[src/rtl/os_drain_collector.sv]
// Drains an output-stationary array one row per os_drain shift and writes each bottom row to the output buffer.
// A drain issues ROWS shifts and ROWS writes, bottom row first; a write waits in WRITE until wr_ready.
module os_drain_collector #(
   parameter int ROWS         = 4,
   parameter int COLS         = 4,
   parameter int PE_OUT_WIDTH = 32,
   parameter int ADDR_WIDTH   = 8
) (
   input  logic                         clk,
   input  logic                         reset,
   input  logic                         start,
   input  logic [ADDR_WIDTH-1:0]        base_addr,
   input  logic [COLS*PE_OUT_WIDTH-1:0] col_result_in,
   output logic                         os_drain,
   output logic                         act_gate,
   output logic                         wr_valid,
   input  logic                         wr_ready,
   output logic [ADDR_WIDTH-1:0]        wr_addr,
   output logic [COLS*PE_OUT_WIDTH-1:0] wr_data,
   output logic                         busy,
   output logic                         done
);
   localparam int CW = (ROWS > 1) ? $clog2(ROWS) : 1;
   localparam logic [CW-1:0]         LAST_CNT = CW'(ROWS - 1);
   localparam logic [ADDR_WIDTH-1:0] LAST_ROW = ADDR_WIDTH'(ROWS - 1);

   typedef enum logic [1:0] {S_IDLE, S_LOAD, S_WRITE, S_DONE} state_t;

   state_t                       r_state;
   logic [CW-1:0]                r_cnt;
   logic [ADDR_WIDTH-1:0]        r_base;
   logic [ADDR_WIDTH-1:0]        r_wr_addr;
   logic [COLS*PE_OUT_WIDTH-1:0] r_data;
   logic                         r_os_drain;
   logic                         r_busy;
   logic                         r_wr_valid;
   logic                         r_done;
   logic [ADDR_WIDTH-1:0]        w_row_addr;

   // cnt counts rows already drained, so the row now at the bottom is ROWS-1-cnt
   assign w_row_addr = r_base + LAST_ROW - ADDR_WIDTH'(r_cnt);

   always_ff @(posedge clk or posedge reset) begin
      if (reset) begin
         r_state    <= S_IDLE;
         r_cnt      <= '0;
         r_base     <= '0;
         r_wr_addr  <= '0;
         r_data     <= '0;
         r_os_drain <= 1'b0;
         r_busy     <= 1'b0;
         r_wr_valid <= 1'b0;
         r_done     <= 1'b0;
      end else begin
         case (r_state)
            S_IDLE: begin
               if (start) begin
                  r_base     <= base_addr;
                  r_cnt      <= '0;
                  r_os_drain <= 1'b1;
                  r_busy     <= 1'b1;
                  r_state    <= S_LOAD;
               end
            end
            S_LOAD: begin
               r_data     <= col_result_in;
               r_wr_addr  <= w_row_addr;
               r_os_drain <= 1'b0;
               r_wr_valid <= 1'b1;
               r_state    <= S_WRITE;
            end
            S_WRITE: begin
               if (wr_ready) begin
                  r_wr_valid <= 1'b0;
                  if (r_cnt == LAST_CNT) begin
                     r_busy  <= 1'b0;
                     r_done  <= 1'b1;
                     r_state <= S_DONE;
                  end else begin
                     r_cnt      <= r_cnt + 1'b1;
                     r_os_drain <= 1'b1;
                     r_state    <= S_LOAD;
                  end
               end
            end
            default: begin
               r_done  <= 1'b0;
               r_state <= S_IDLE;
            end
         endcase
      end
   end

   assign os_drain = r_os_drain;
   assign act_gate = r_busy;
   assign busy     = r_busy;
   assign wr_valid = r_wr_valid;
   assign wr_addr  = r_wr_addr;
   assign wr_data  = r_data;
   assign done     = r_done;

endmodule

[config.mk]
export PLATFORM = sky130hd
export DESIGN_NAME = os_drain_collector
export DESIGN_NICKNAME = d
export VERILOG_FILES = /design/src/rtl/os_drain_collector.sv
export SDC_FILE = /design/constraint.sdc
export NUM_CORES = 1
export LEC_CHECK = 0
export CORE_MARGIN = 1.5
export CORE_UTILIZATION = 37
export CTS_CLUSTER_DIAMETER = 120
export DETAILED_ROUTE_END_ITERATION = 8
export PLACE_DENSITY = 0.76
export SYNTH_ARGS = -nofsm -noshare
export SYNTH_HDL_FRONTEND = slang
export SYNTH_SLANG_ARGS = --single-unit
[constraint.sdc]
create_clock -name clk -period 5.4 [get_ports clk]
set_input_delay 1.08 -clock clk [delete_from_list [all_inputs] [get_ports clk]]
set_output_delay 1.08 -clock clk [all_outputs]
set_load 0.05 [all_outputs]
==> summary.txt <==
CP Max Fanout -> 2
Cell family contributing the most delay on the critical path -> buffers and inverters
Avg Vias per Cell -> 4.47
CTS Buf Count -> 17
GRT Residual Overflow -> 0
# IOs -> 281
Commonest non-fill, non-tap cell in the layout -> nand2_1
Unrepaired setup endpoints after global routing -> no
Tmin final -> 2.71 ns
FF-to-FF Start -> r_state[1]
Post-Route WL -> 16,600 um
Crit path buf inv count -> 1
Worst setup path category -> flop to output pin
Final nets -> 1,085
Crit end category -> output pin
Sw power -> 3.61 mW
Hpwl dp -> 11,600 um
Die span in x -> 131 um
Die area -> 17,200 um^2
Worst-margin pin slew -> 0.786 ns
Share of the synthesized area in the top cell type -> 62.5%
Mapped Area -> 6080 um^2
Pleak -> 4.65 nW
WP depth -> 1
Worst setup path startpoint -> wr_data[79]
Peak supply drop -> 0.000385 V
Crit Reg-Reg Endpoint -> wr_addr[4]
Internal power -> 3.79 mW
Flip-flop and latch count after synthesis -> 152
PostCTS Resize Cnt -> 0
Post-Synthesis Cells -> 664
Depth of the CTS H-tree -> 4
Average wire per cell in the routed design -> 14.3 um
CTS tree -> yes
Die Height -> 131 um
Syn Nets -> 815
# DRC -> 0
Root Buffer -> clkbuf_16
Most frequent cells in the layout -> nand2_1 (407), clkdlybuf4s50_1 (280), dfrtp_1 (152)
Hold buffers post-CTS -> 0
Maxcap violations -> 0
Final Cycle Share -> 50.3%
Initial Utilization -> 38.1%
Placed Instances -> 1,131
Row count -> 46
Synth area leader -> dfrtp_1
DR vias -> 5,193
Worst EP required -> 4.32 ns
Crit-path cells -> clkdlybuf4s50_1
Final setup vio count -> 0
CTS Buffer Depth -> 2
First-pass GRT wire length -> 27,300 um
Core box area -> 15,900 um^2
Status -> finished, final reports clean
Max Slew Vio Count -> 0
Critical Path End -> wr_data[79]
Startpoint Class -> flop
Clk_lat worst skew -> 0.41 ns
Max Freq -> 0.368 GHz
Sequential area share after synthesis -> 62.5%
Reg-to-reg slack, setup -> 3.03 ns
Net Sw Frac -> 48.8%
Fin. Hold Viols -> 0
Initial antenna violation count -> 0
Post-CTS Setup Repair Bufs -> 0
Hold Path Class -> flop to flop
Power Density -> 770 nW/um^2
Clock share of power -> 16.4%
Warnings from Yosys -> 0
Synthesis-to-layout area growth -> 58.0%
Rel. slew slack -> 47.6%
Slowest stage delay, CP -> 0.83 ns
Fraction of layout cells with a size suffix above 1 -> 4.75%
R2R depth -> 4
Slowest-stage cell, CP -> clkdlybuf4s50_1
Total GRT Usage -> 19.9%
Clock transition at path regs -> 0.06 ns
# port buffers -> 280
Most area-consuming cells after synthesis -> dfrtp_1 (63%), nand2_1 (25%), ha_1 (2.1%)
Non-Filler Instances -> 1,163
Post-route antenna net violation count -> 0
Final RePlAce weighted congestion -> 0.789
# diodes -> 0
Clk sinks -> 152
Critical Path AT -> 1.63 ns
Fin Setup TNS -> 0 ns
Flop pwr share -> 27.1%
Avg Synthesized Cell Area -> 9.16 um^2
Setup Skew -> 0.00733 ns
Number of global-route vias before repair -> 5,389
Combinational Power Share -> 56.5%
Count of cell types in the netlist -> 33
Initial drt markers -> 299
Drt pass-1 iters -> 5
Largest net degree at the start of global routing -> 82
==> flip-flops by register name, summed over array words and instances (netlist names) <==
signal / count
done: 1
os_drain: 1
wr_valid: 1
r_state: 2
act_gate: 1
wr_addr: 8
r_cnt: 2
wr_data: 128
r_base: 8
==> cells in the mapped netlist <==
master	number
a211oi_1	1
a21boi_0	1
a21boi_1	1
a21oi_1	7
a22oi_1	2
a31oi_1	1
a41oi_1	1
and2b_1	1
and3_4	1
and3b_1	1
buf_2	18
buf_4	12
buf_6	2
clkbuf_1	1
dfrtp_1	152
fa_1	1
ha_1	10
inv_1	7
inv_2	2
mux2_2	2
mux2_4	2
mux2i_1	1
nand2_1	407
nand2_2	1
nand2b_1	2
nor2_1	2
nor2_4	1
nor3_1	1
o21ai_0	16
o22a_1	1
o31ai_2	1
xnor2_1	4
xor2_1	1
==> power groups by stage <==
stage | combinational [mW] | clock (mW) | sequential, mW
floorplan | 1.07 | 0 | 3.75
global placement | 4.15 | 0 | 2.00
detailed placement | 4.20 | 0 | 2.01
CTS | 4.21 | 1.24 | 2.01
global route | 4.44 | 1.29 | 2.08
finish | 4.18 | 1.21 | 2.01
==> how the worst min path moves through the flow <==
stage / slack [ns] / to / depth (start not counted) / from
6_report: 0.47 / wr_data[36] / 2 / wr_data[36]
5_1_grt: 0.48 / wr_data[45] / 2 / wr_data[45]
4_1_cts: 0.48 / wr_data[68] / 2 / wr_data[68]
3_5_place_dp: 0.46 / wr_data[68] / 2 / wr_data[68]
3_3_place_gp: 0.46 / wr_data[36] / 2 / wr_data[36]
2_1_floorplan: 0.48 / r_base[1] / 1 / r_base[1]
==> routing by layer <==
layer / GRT usage, % / up-vias / wire (um)
met1: 24.1 / 2410 / 7100
li1: - / 2577 / -
met5: 0 / - / 0
met4: 8.36 / 0 / 416
met3: 5.40 / 26 / 1030
met2: 33.4 / 180 / 8030
==> area by class of cell <==
type | count | area [um^2]
Fill cell | 1389 | 6330
Multi-Input combinational cell | 470 | 2040
Timing Repair Buffer | 284 | 2850
Sequential cell | 152 | 3800
Tap cell | 216 | 270
Inverter | 9 | 38.8
Clock buffer | 21 | 460
Clock inverter | 11 | 148
==> cells by family after synthesis <==
logic type                 count (synthesis)  share of synthesized area [%]
DFF                                      152                           62.5
muxes                                      5                           1.03
AOI/OAI and AO/OA                         32                           3.11
adders and majority gates                 11                           2.39
buffers and inverters                     42                           3.95
and+or+nand+nor                          417                           26.3
xor gates and xnor gates                   5                          0.720
==> through the flow <==
step	total power [mW]	hold WS, ns	utilization, %	worst slack, ns	instance area, um^2
after floorplan	4.82	0.485	-	0.227	6080
after detailed placement	6.22	0.461	56.5	2.88	9000
after global placement	6.16	0.457	56.5	2.89	9000
after CTS	7.47	0.475	60.3	2.67	9610
after global routing	7.81	0.485	60.3	2.65	9610
final	7.40	0.470	60.3	2.69	9610
No activity file was read; power rests on OpenSTA's default activity.
